### src/rtl/lsu_byte_sequencer_if.sv
// Bundle between the MEM stage, the byte sequencer and the byte-wide data memory.
// The slave view belongs to the sequencer; the master view is the pipeline/memory side.
interface lsu_byte_sequencer_if #(
  parameter int ADDR_WIDTH = 13,
  parameter int XLEN       = 32
);
  logic                  req_valid;
  logic                  req_we;
  logic [1:0]            req_size;
  logic                  req_unsigned;
  logic [ADDR_WIDTH-1:0] req_addr;
  logic [XLEN-1:0]       req_wdata;

  logic                  stall;
  logic                  rsp_valid;
  logic [XLEN-1:0]       rsp_rdata;
  logic                  rsp_err;

  logic [ADDR_WIDTH-1:0] mem_address;
  logic [7:0]            mem_data_in;
  logic                  mem_rden;
  logic                  mem_wren;
  logic [7:0]            mem_data_out;

  modport slave (
    input  req_valid, req_we, req_size, req_unsigned, req_addr, req_wdata, mem_data_out,
    output stall, rsp_valid, rsp_rdata, rsp_err, mem_address, mem_data_in, mem_rden, mem_wren
  );

  modport master (
    output req_valid, req_we, req_size, req_unsigned, req_addr, req_wdata, mem_data_out,
    input  stall, rsp_valid, rsp_rdata, rsp_err, mem_address, mem_data_in, mem_rden, mem_wren
  );
endinterface

### src/rtl/lsu_byte_sequencer.sv
// Splits RV32 loads/stores into little-endian byte accesses on an async byte memory,
// stalling the MEM stage until the access completes and extending load data.
module lsu_byte_sequencer #(
  parameter int ADDR_WIDTH = 13,
  parameter int XLEN       = 32
) (
  input logic                clk,
  input logic                reset,
  lsu_byte_sequencer_if.slave bus
);

  typedef enum logic [1:0] {IDLE, ACCESS, DONE} state_t;

  state_t                state, state_next;
  logic [ADDR_WIDTH-1:0] base;
  logic [2:0]            n;
  logic [1:0]            k;
  logic [XLEN-1:0]       wdata;
  logic [XLEN-1:0]       buffer;
  logic                  err;
  logic                  we;
  logic                  uns;
  logic [1:0]            size;

  logic                  req_bad;
  logic [2:0]            req_n;
  logic                  last;
  logic [XLEN-1:0]       load_data;

  always_comb begin
    req_n = 3'd1;
    case (bus.req_size)
      2'b01:   req_n = 3'd2;
      2'b10:   req_n = 3'd4;
      default: req_n = 3'd1;
    endcase
    req_bad = (bus.req_size == 2'b11) ||
              ((bus.req_size == 2'b01) && bus.req_addr[0]) ||
              ((bus.req_size == 2'b10) && (bus.req_addr[1:0] != 2'b00));
    last = ({1'b0, k} == (n - 3'd1));
  end

  always_comb begin
    load_data = buffer;
    case (size)
      2'b00:   load_data = {{(XLEN-8){~uns & buffer[7]}}, buffer[7:0]};
      2'b01:   load_data = {{(XLEN-16){~uns & buffer[15]}}, buffer[15:0]};
      default: load_data = buffer;
    endcase
  end

  always_ff @(posedge clk) begin
    if (reset) begin
      state  <= IDLE;
      k      <= 2'd0;
      buffer <= '0;
      err    <= 1'b0;
      base   <= '0;
      n      <= 3'd1;
      wdata  <= '0;
      we     <= 1'b0;
      uns    <= 1'b0;
      size   <= 2'b00;
    end else begin
      state <= state_next;
      case (state)
        IDLE: begin
          if (bus.req_valid) begin
            base   <= bus.req_addr;
            n      <= req_n;
            wdata  <= bus.req_wdata;
            we     <= bus.req_we;
            uns    <= bus.req_unsigned;
            size   <= bus.req_size;
            err    <= req_bad;
            k      <= 2'd0;
            buffer <= '0;
          end
        end
        ACCESS: begin
          if (!we) begin
            buffer[{k, 3'b000} +: 8] <= bus.mem_data_out;
          end
          k <= k + 2'd1;
        end
        default: ;
      endcase
    end
  end

  // req_valid is deliberately ignored in DONE: the same instruction is still on the bus.
  always_comb begin
    state_next      = state;
    bus.stall       = 1'b0;
    bus.rsp_valid   = 1'b0;
    bus.rsp_rdata   = '0;
    bus.rsp_err     = 1'b0;
    bus.mem_address = '0;
    bus.mem_data_in = 8'h00;
    bus.mem_rden    = 1'b0;
    bus.mem_wren    = 1'b0;
    case (state)
      IDLE: begin
        bus.stall = bus.req_valid;
        if (bus.req_valid) begin
          state_next = req_bad ? DONE : ACCESS;
        end
      end
      ACCESS: begin
        bus.stall       = 1'b1;
        bus.mem_address = base + {{(ADDR_WIDTH-2){1'b0}}, k};
        if (we) begin
          bus.mem_wren    = 1'b1;
          bus.mem_data_in = wdata[{k, 3'b000} +: 8];
        end else begin
          bus.mem_rden = 1'b1;
        end
        if (last) begin
          state_next = DONE;
        end
      end
      DONE: begin
        bus.rsp_valid = 1'b1;
        bus.rsp_err   = err;
        if (!err && !we) begin
          bus.rsp_rdata = load_data;
        end
        state_next = IDLE;
      end
      default: state_next = IDLE;
    endcase
  end

endmodule
### src/flat_wrapper.sv
// flat-port wrapper written by rule: the top's interface ports become plain ports
module lsu_byte_sequencer_flat 
#(
  parameter int ADDR_WIDTH = 13,
  parameter int XLEN       = 32
)
  (clk, reset, bus_req_valid, bus_req_we, bus_req_size, bus_req_unsigned, bus_req_addr, bus_req_wdata, bus_mem_data_out, bus_stall, bus_rsp_valid, bus_rsp_rdata, bus_rsp_err, bus_mem_address, bus_mem_data_in, bus_mem_rden, bus_mem_wren);
  lsu_byte_sequencer_if #(.ADDR_WIDTH(ADDR_WIDTH), .XLEN(XLEN)) bus_i ();
  input logic clk;
  input logic reset;
  input wire logic [$bits(bus_i.req_valid)-1:0] bus_req_valid;
  input wire logic [$bits(bus_i.req_we)-1:0] bus_req_we;
  input wire logic [$bits(bus_i.req_size)-1:0] bus_req_size;
  input wire logic [$bits(bus_i.req_unsigned)-1:0] bus_req_unsigned;
  input wire logic [$bits(bus_i.req_addr)-1:0] bus_req_addr;
  input wire logic [$bits(bus_i.req_wdata)-1:0] bus_req_wdata;
  input wire logic [$bits(bus_i.mem_data_out)-1:0] bus_mem_data_out;
  output wire logic [$bits(bus_i.stall)-1:0] bus_stall;
  output wire logic [$bits(bus_i.rsp_valid)-1:0] bus_rsp_valid;
  output wire logic [$bits(bus_i.rsp_rdata)-1:0] bus_rsp_rdata;
  output wire logic [$bits(bus_i.rsp_err)-1:0] bus_rsp_err;
  output wire logic [$bits(bus_i.mem_address)-1:0] bus_mem_address;
  output wire logic [$bits(bus_i.mem_data_in)-1:0] bus_mem_data_in;
  output wire logic [$bits(bus_i.mem_rden)-1:0] bus_mem_rden;
  output wire logic [$bits(bus_i.mem_wren)-1:0] bus_mem_wren;
  assign bus_i.req_valid = bus_req_valid;
  assign bus_i.req_we = bus_req_we;
  assign bus_i.req_size = bus_req_size;
  assign bus_i.req_unsigned = bus_req_unsigned;
  assign bus_i.req_addr = bus_req_addr;
  assign bus_i.req_wdata = bus_req_wdata;
  assign bus_i.mem_data_out = bus_mem_data_out;
  assign bus_stall = bus_i.stall;
  assign bus_rsp_valid = bus_i.rsp_valid;
  assign bus_rsp_rdata = bus_i.rsp_rdata;
  assign bus_rsp_err = bus_i.rsp_err;
  assign bus_mem_address = bus_i.mem_address;
  assign bus_mem_data_in = bus_i.mem_data_in;
  assign bus_mem_rden = bus_i.mem_rden;
  assign bus_mem_wren = bus_i.mem_wren;
  lsu_byte_sequencer #(.ADDR_WIDTH(ADDR_WIDTH), .XLEN(XLEN)) u_core (.clk(clk), .reset(reset), .bus(bus_i));
endmodule
### config.mk
export PLATFORM = sky130hd
export DESIGN_NAME = lsu_byte_sequencer_flat
export DESIGN_NICKNAME = d
export VERILOG_FILES = /design/src/rtl/lsu_byte_sequencer_if.sv /design/src/rtl/lsu_byte_sequencer.sv /design/src/flat_wrapper.sv
export SDC_FILE = /design/constraint.sdc
export NUM_CORES = 1
export LEC_CHECK = 0
export BUFFER_PORTS_ARGS = -buffer_cell sky130_fd_sc_hd__buf_4
export CORE_MARGIN = 2
export CORE_UTILIZATION = 40
export DETAILED_ROUTE_END_ITERATION = 8
export HOLD_SLACK_MARGIN = 0.15
export SYNTH_ARGS = -nofsm -noshare
export SYNTH_HDL_FRONTEND = slang
export SYNTH_SLANG_ARGS = --single-unit
### constraint.sdc
create_clock -name clk -period 2.2 [get_ports clk]
set_input_delay 0.22 -clock clk [delete_from_list [all_inputs] [get_ports clk]]
set_output_delay 0.22 -clock clk [all_outputs]
set_load 0.05 [all_outputs]
# Yosys cells after proc, flatten, opt, wreduce, memory -nomap -nowiden
# Cells that the tools add are included.
word_totals:
  latchBits: 0
  ram_bits: 0
  input_bits: 60
  word_cells: 69
  register_bits: 89
  out_inout_bits: 58
  memories: 0
  rom_bits: 0
classes:
  n_mux: 24
  n_reduce_logical: 15
  shifts: 3
  div: 0
  n_bitwise: 3
  eq_ne: 10
  order_cmp: 0
  add_sub_neg: 4
  multipliers: 0
ops:
  columns: ["op", "count"]
  rows:
  - ["32-bit 2-to-1 mux", 4]
  - ["32-bit one-hot mux with 2 select lines", 2]
  - ["32-bit bitwise mux", 1]
  - ["8-bit by 7-bit variable shift with 32-bit output (first input constant)", 1]
  - ["32-bit by 6-bit indexed part select with 8-bit output", 1]
  - ["8-bit by 7-bit indexed part select with 32-bit output", 1]
  - ["8-bit 2-to-1 mux", 2]
  - ["13-bit by 2-bit adder with 13-bit output", 1]
  - ["13-bit 2-to-1 mux", 1]
  - ["2-bit 2-to-1 mux", 4]
  - ["2-bit one-hot mux with 2 select lines", 2]
  - ["5-bit negation with 7-bit output", 1]
  - ["2-bit by 1-bit == test with 1-bit output (second input constant)", 3]
  - ["2-bit == test (second input constant)", 3]
  - ["1-bit 2-to-1 mux", 6]
  - ["3-bit one-hot mux with 2 select lines", 1]
  - ["2-bit AND reduction", 3]
  - ["2-bit zero test", 2]
  - ["2-bit inequality test (second input constant)", 2]
  - ["2-bit nonzero test", 2]
  - ["2-bit by 3-bit == test with 1-bit output", 1]
  - ["1-bit logical AND", 3]
  - ["3-bit AND reduction", 1]
  - ["3-bit by 1-bit subtractor with 3-bit output (second input constant)", 1]
  - ["7 further kinds", 10]

# Longest topological paths before layout
# Gate-level depths: netlist of run 1.
logic_depth:
  depth_word: 7
  mapped_depth: 9
  mapped_depth_nobuf: 5

# Worst setup path after synthesis of run 1
# Ideal clock, no wire load.
synth_timing:
  kind: "register -> output"
  start: "reg u_core.k[0]"
  end: "out bus_mem_address[10]"
  n_path_buf: 0
  t_arrival_ns: 2.277
  slack_ns: -0.297
  path_stages_with_launch: 6
  t_required_ns: 1.980
  path_cell_list: "dfxtp_1 ha_1 fa_1 nand4_1 or4_1 a21oi_1"
synth_between:
  elab_chain_len: 2
synth_rtl:
  columns: ["item", "line_no", "text"]
  rows:
  - ["start: declaration", "lsu_byte_sequencer.sv:17", "logic [1:0] k;"]
  - ["start signal: assignment", "lsu_byte_sequencer.sv:84", "k <= k + 2'd1;"]
  - ["13-bit by 2-bit adder with 13-bit output", "lsu_byte_sequencer.sv:111", "bus.mem_address = base + {{(ADDR_WIDTH-2){1'b0}}, k};"]
  - ["13-bit 2-to-1 mux", "lsu_byte_sequencer.sv:102", "case (state)"]
  - ["end: declaration", "flat_wrapper.sv:22", "output wire logic [$bits(bus_i.mem_address)-1:0] bus_mem_address;"]
# Every way passes these cells.

# Final worst setup path of run 1
layout_timing:
  start: "reg u_core.base[0]"
  end: "out bus_mem_address[8]"
layout_between:
  elab_chain_len: 2
layout_rtl:
  columns: ["item", "line_no", "text"]
  rows:
  - ["start: declaration", "lsu_byte_sequencer.sv:15", "logic [ADDR_WIDTH-1:0] base;"]
  - ["start signal: assignment", "lsu_byte_sequencer.sv:69", "base <= bus.req_addr;"]
  - ["13-bit by 2-bit adder with 13-bit output", "lsu_byte_sequencer.sv:111", null]
  - ["13-bit 2-to-1 mux", "lsu_byte_sequencer.sv:102", null]
# Every way passes these cells.

==> flow_metrics.env, run 1 <==
export IMPL_dr_pass1_iters=4
export IMPL_synth_edf_count=0
export IMPL_start_util=0.4084
export IMPL_n_fill_cell=1096
export IMPL_status="finished, violations left"
export IMPL_slowest_delay_ns=0.36
export IMPL_path_class="reg -> out"
export IMPL_slowest_stage="dfxtp_2"
export IMPL_grtUsageTotal=0.2087
export IMPL_min_path_type="in -> reg"
export IMPL_startpoint_type="flop"
export IMPL_final_nets=823
export IMPL_critPathArrivalTime_ns=2.11
export IMPL_clk_pin_slew_ns=0.07
export IMPL_grt_max_degree=56
export IMPL_yosys_warnings=0
export IMPL_cap_viol_max_count=0
export IMPL_ys_flop_type="dfxtp_1"
export IMPL_syn_nets=666
export IMPL_yosys_area_share_simple=0.3028
export IMPL_ioPinCount=118
export IMPL_setup_viol=4
export IMPL_muxShareOfSynthArea=0.09247
export IMPL_cp_data_required_time_ns=1.98
export IMPL_rsz0062_at_grt="true"
export IMPL_p_per_area_mw_per_mm2=633.0
export IMPL_worst_slack_ns=-0.1259
export IMPL_clkSinkCount=89
export IMPL_slew_headroom=0.6596
export IMPL_routabilityCongestion=0.8848
export IMPL_post_route_min_period_ns=2.326
export IMPL_drive_gt1_frac=0.2887
export IMPL_drc_errors=0
export IMPL_finalCritPeriodShare=1.057
export IMPL_ant_nets=0
export IMPL_ys_async_sr_fraction=0
export IMPL_synth_most_common_cell="nand2_1"
export IMPL_grt_first_pass_wirelength_um=21940
export IMPL_place_worst_setup_slack_ns=0.04696
export IMPL_hold_viol=0
export IMPL_overflow=0
export IMPL_area_growth_syn_to_layout_pct=40.32
export IMPL_skew_ns=0.008900
export IMPL_synth_cell_types=52
export IMPL_path_max_fanout=4
export IMPL_cts_tree="done"
export IMPL_synth_top_family_by_area="simple AND/OR/NAND/NOR gates"
export IMPL_tightest_slew_ns=0.5106
export IMPL_die_x_um=114.5
export IMPL_max_clock_freq_mhz=429.9
export IMPL_die_height_um=114.5
export IMPL_synth_cell_area_mm2=0.004885
export IMPL_num_vias=4648
export IMPL_cts_root_buf="clkbuf_16"
export IMPL_violations="negative setup slack"
export IMPL_synth_fa_ha_area_frac=0.03484
export IMPL_ys_seq_elements=89
export IMPL_synth_compound_area_frac=0.1301
export IMPL_totalWireLength_um=13440
export IMPL_fp_coreArea_mm2=0.01196
export IMPL_path_buf_inv=2
export IMPL_p_leak_uw=0.002799
export IMPL_portBuffers=117
export IMPL_yosysSeqAreaShare=0.3648
export IMPL_maxSlewViolCount=0
export IMPL_avgViaCountPerCell=5.153
export IMPL_ys_top_cells_by_count="nand2_1 (136), dfxtp_1 (89), a21oi_1 (76)"
export IMPL_die_area_mm2=0.01311
export IMPL_syn_inst=593
export IMPL_drt_initial_drc_count=232
export IMPL_grt_pass1_vias=4628
export IMPL_ys_top_cells_by_area="dfxtp_1 (36%), nand2_1 (10%), a21oi_1 (7.8%), mux2i_1 (5.3%), nand3_1 (3.8%)"
export IMPL_syn_avg_cell_area_um2=8.237
export IMPL_rows=40
export IMPL_clk_path_buf_depth=2
export IMPL_cp_end_kind="output pin"
export IMPL_antenna_found_initial=0
export IMPL_yosysTopAreaCell="dfxtp_1"
export IMPL_cts_max_level=3
export IMPL_dp_hpwl_um=9040
export IMPL_synth_xor_area_frac=0.008965
export IMPL_synth_top_area_frac=0.3648
export IMPL_cp_cell_sequence="ha_4 > fa_2 > nand4_1 > buf_4 > or3_1 > a21oi_2 > buf_6"
export IMPL_wl_per_cell_um=14.90
export IMPL_tritoncts_num_buffers=9
export IMPL_cpLargestDelayFamily="simple AND/OR/NAND/NOR gates"
export IMPL_antennaDiodeCount=0
export IMPL_clk_latency_ns=0.35
export IMPL_vdd_ir_drop_max_mv=0.3540
export IMPL_utilization=0.5730
kinds of logic (layout without fill, tap and decap cells):
kind of cell	Yosys count	after routing
compound gates	110	110
buf+inv	61	223
mux	35	35
simple gates	280	280
fa+ha+maj	13	13
xor+xnor	5	5
flops	89	89
per-stage QoR:
step	area [um2]	cells	TNS (ns)	total power [uW]	hold slack, ns
after floorplan	4931	593	-0.06591	2448	0.3560
after global placement	5928	834	0	2713	0.4408
after detailed placement	5928	834	0	2732	0.4465
after CTS	6769	900	-0.3316	4358	0.1508
after global routing	6854	902	-2.146	4541	0.1940
final	6854	902	-0.4500	4339	0.1755
per-layer routing:
layer / routed length, um / global-route usage / up-vias
met4: 280 / 0.07724 / 0
met5: 0 / 0 / -
met1: 6003 / 0.2592 / 2154
met3: 628 / 0.03706 / 20
met2: 6531 / 0.3609 / 124
li1: - / - / 2350
worst paths after layout:
check              startpoint                 end  slack [ns]  cells after the start
max            u_core.base[0]  bus_mem_address[8]       -0.13                      7
min           bus_req_size[0]      u_core.size[0]        0.18                      3
max reg2reg       u_core.k[0]    u_core.buffer[6]        0.03                      7
min reg2reg  u_core.wdata[25]    u_core.wdata[25]        0.45                      2
worst min-delay path, stage by stage:
cell	delay, ns
buf_4	0.14
nand2_1	0.06
a21oi_1	0.05
flip-flops by register name (all words and copies together), names as in the netlist:
register,flops
u_core.wdata,32
u_core.size,2
u_core.base,13
u_core.n,3
u_core.err,1
u_core.k,2
u_core.we,1
u_core.state,2
u_core.buffer,32
u_core.uns,1
timing repair:
| action | 4_1_cts | 5_1_grt |
|---|---|---|
| setup buffers | 4 | 2 |
| endpoints found under the hold margin | 46 | 1 |
| hold buffers | 46 | 1 |
| pin swaps | 5 | 5 |
| setup endpoints to repair | 8 | 49 |
| gates resized for setup | 14 | 14 |
layout make-up:
cell class,count,area (um2),share of cell area
well taps,147,183.9,0.02683
multi-input cells,443,2913,0.4250
inverters,13,48.80,0.007119
repair buffers,194,1624,0.2369
flip-flops and latches,89,1788,0.2609
clock buffers,11,232.7,0.03395
clock inverters,5,63.81,0.009310
cells in the final DEF, fill, tap and decap left out, types with 3 or more instances in the layout:
cell type      netlist  routed
nand2_1            136     136
buf_4                7     136
dfxtp_1             89      84
a21oi_1             76      70
dlygate4sd3_1        0      47
nand3_1             37      37
nor2b_1             26      25
mux2i_1             26      24
nor3_2              12      15
and2_1              13      13
inv_1               12      12
o21ai_0             11      11
ha_1                12      11
buf_6                6      10
o211ai_1             9       9
clkbuf_16            0       9
mux4_2               8       8
and3_1               8       8
and4b_1              8       8
a21oi_4              3       5
a21oi_2              1       5
nor2_1               5       5
dfxtp_2              0       5
or3_1                4       4
nor3_1               8       4
o31ai_1              3       3
nand2b_1             3       3
xnor2_1              3       3
nand3b_1             3       3
power breakdown:
part	leakage, uW	switching, uW	internal (uW)
Clock	0.000141	666	892
Sequential	0.000728	76.5	1710
Combinational	0.00193	569	428
Power figures use the tool's default switching activity.
==> run 2: changes to the inputs <==
--- a/config.mk
+++ b/config.mk
@@ -10,6 +10,7 @@
 export CORE_UTILIZATION = 40
 export DETAILED_ROUTE_END_ITERATION = 8
 export HOLD_SLACK_MARGIN = 0.15
+export PLACE_DENSITY_LB_ADDON = 0.25
 export SYNTH_ARGS = -nofsm -noshare
 export SYNTH_HDL_FRONTEND = slang
 export SYNTH_SLANG_ARGS = --single-unit
==> constraint.sdc (replaced) <==
create_clock -name clk -period 2.9 [get_ports clk]
set_input_delay 0.29 -clock clk [delete_from_list [all_inputs] [get_ports clk]]
set_output_delay 0.29 -clock clk [all_outputs]
set_load 0.05 [all_outputs]
==> flow_metrics.env, run 2 (synthesized netlist as in run 1, its figures left out) <==
export IMPL_status="completed"
export IMPL_whs_endpoint="u_core.base[5]"
export IMPL_cts_hold_buf=0
export IMPL_avgViaCountPerCell=5.140
export IMPL_critPathArrivalTime_ns=2.29
export IMPL_totalWireLength_um=12090
export IMPL_placed_cells=821
export IMPL_cp_cell_sequence="nand2b_1 > or3_1 > nor3_1 > buf_4"
export IMPL_slew_headroom=0.3630
export IMPL_final_area_mm2=0.006056
export IMPL_r2r_slack_ns=0.65
export IMPL_clkSinkCount=89
export IMPL_holdCritStartpoint="bus_req_addr[5]"
export IMPL_wl_per_cell_um=14.44
export IMPL_ant_nets=0
export IMPL_area_growth_syn_to_layout_pct=23.98
export IMPL_final_nets=758
export IMPL_antennaDiodeCount=0
export IMPL_r2r_start="u_core.k[0]"
export IMPL_post_route_min_period_ns=2.584
export IMPL_die_area_mm2=0.01311
export IMPL_max_clock_freq_mhz=386.9
export IMPL_dp_hpwl_um=8821
export IMPL_rows=40
export IMPL_min_path_type="in -> reg"
export IMPL_antenna_found_initial=0
export IMPL_utilization=0.5063
export IMPL_clk_latency_ns=0.34
export IMPL_ioPinCount=118
export IMPL_tightest_slew_ns=0.9555
export IMPL_die_x_um=114.5
export IMPL_cap_viol_max_count=0
export IMPL_layout_commonest_cell="nand2_1"
export IMPL_hold_depth=3
export IMPL_path_buf_inv=1
export IMPL_drt_initial_drc_count=197
export IMPL_skew_ns=0.007214
export IMPL_cts_resized_gates=0
export IMPL_grt_first_pass_wirelength_um=19620
export IMPL_clk_path_buf_depth=2
export IMPL_startpoint_type="flop"
export IMPL_grt_max_degree=73
export IMPL_p_per_area_mw_per_mm2=511.0
export IMPL_clk_pin_slew_ns=0.06
export IMPL_final_cells=837
export IMPL_overflow=0
export IMPL_largest_registers="u_core.buffer: 32 flops, u_core.wdata: 32 flops, u_core.base: 13 flops"
export IMPL_rsz0062_at_grt="false"
export IMPL_num_vias=4302
export IMPL_slowest_delay_ns=0.71
export IMPL_grt_pass1_vias=4014
export IMPL_tritoncts_num_buffers=9
export IMPL_path_max_fanout=24
export IMPL_grtUsageTotal=0.1864
export IMPL_ff2ff_path_depth=6
export IMPL_vdd_ir_drop_max_mv=0.2629
export IMPL_cts_root_buf="clkbuf_16"
export IMPL_setup_viol=0
export IMPL_place_worst_setup_slack_ns=0.6519
export IMPL_fin_setup_tns_ns=0
export IMPL_dpl_cell_area_mm2=0.005772
export IMPL_cp_end_kind="output pin"
export IMPL_slowest_stage="or3_1"
export IMPL_hold_viol=0
export IMPL_reg2reg_to="u_core.buffer[9]"
export IMPL_maxSlewViolCount=0
export IMPL_p_leak_uw=0.002449
export IMPL_post_cts_buffers=0
export IMPL_dr_pass1_iters=4
export IMPL_drc_errors=0
export IMPL_mostFrequentLayoutCells="nand2_1 (136), buf_4 (129), dfxtp_1 (89), a21oi_1 (76), nand3_1 (37)"
export IMPL_path_class="reg -> out"
export IMPL_cts_max_level=3
export IMPL_drive_gt1_frac=0.2580
export IMPL_worst_slack_ns=0.3156
export IMPL_routabilityCongestion=0.8172
export IMPL_die_height_um=114.5
export IMPL_finalCritPeriodShare=0.8912
export IMPL_path_depth=4
export IMPL_cts_tree="done"
export IMPL_cpLargestDelayFamily="simple AND/OR/NAND/NOR gates"
export IMPL_fp_coreArea_mm2=0.01196
export IMPL_cp_data_required_time_ns=2.61
export IMPL_start_util=0.4084
export IMPL_portBuffers=117
run 2: cell types whose count changed in the layout (fill, tap and decap cells not counted), moves of 3 or more:
cell	delta
nor3_1	+4
a21oi_2	-4
buf_4	-7
nor3_2	-3
dfxtp_2	-5
a21oi_1	+6
buf_6	-10
dlygate4sd3_1	-47
dfxtp_1	+5
run 2: layer usage:
layer / vias up / GRT usage / wire length (um)
met4: 0 / 0.05285 / 140
met5: - / 0 / 0
met3: 11 / 0.04288 / 821
met1: 1936 / 0.2482 / 5570
li1: 2227 / - / -
met2: 128 / 0.3026 / 5556
run 2: layout make-up:
type	count	area [um2]
clock buffers	12	256.5
clock inverters	4	27.53
fillers	1128	5906
inverters	13	48.80
multi-input cells	443	2789
flip-flops and latches	89	1782
well taps	147	183.9
repair buffers	129	968.4
run 2: power breakdown:
group	internal, uW	total, uW	switching [uW]
sequential	1290	1360	64.0
combinational	254	639	385
clock	626	1100	472
run 2: worst min-delay path, stage by stage:
cell	delay [ns]
buf_4	0.11
nand2_1	0.04
a21oi_1	0.05
run 2: through the flow:
stage | hold WS [ns] | power (uW)
2_1_floorplan | 0.4260 | 1850
3_3_place_gp | 0.4416 | 2015
3_5_place_dp | 0.4458 | 2029
4_1_cts | 0.1852 | 3128
5_1_grt | 0.1884 | 3248
6_report | 0.1924 | 3095
run 2: worst max path at each step:
| stage | slack, ns | start | endpoint |
|---|---|---|---|
| after detailed placement | 0.65 | u_core.state[1] | bus_rsp_rdata[31] |
| after global placement | 0.73 | u_core.state[1] | bus_rsp_rdata[31] |
| after global routing | 0.10 | u_core.state[1] | bus_rsp_rdata[17] |
| after floorplan | 0.33 | u_core.k[0] | bus_mem_address[10] |
| after CTS | 0.29 | u_core.state[1] | bus_rsp_rdata[31] |
| final | 0.32 | u_core.state[1] | bus_rsp_rdata[31] |
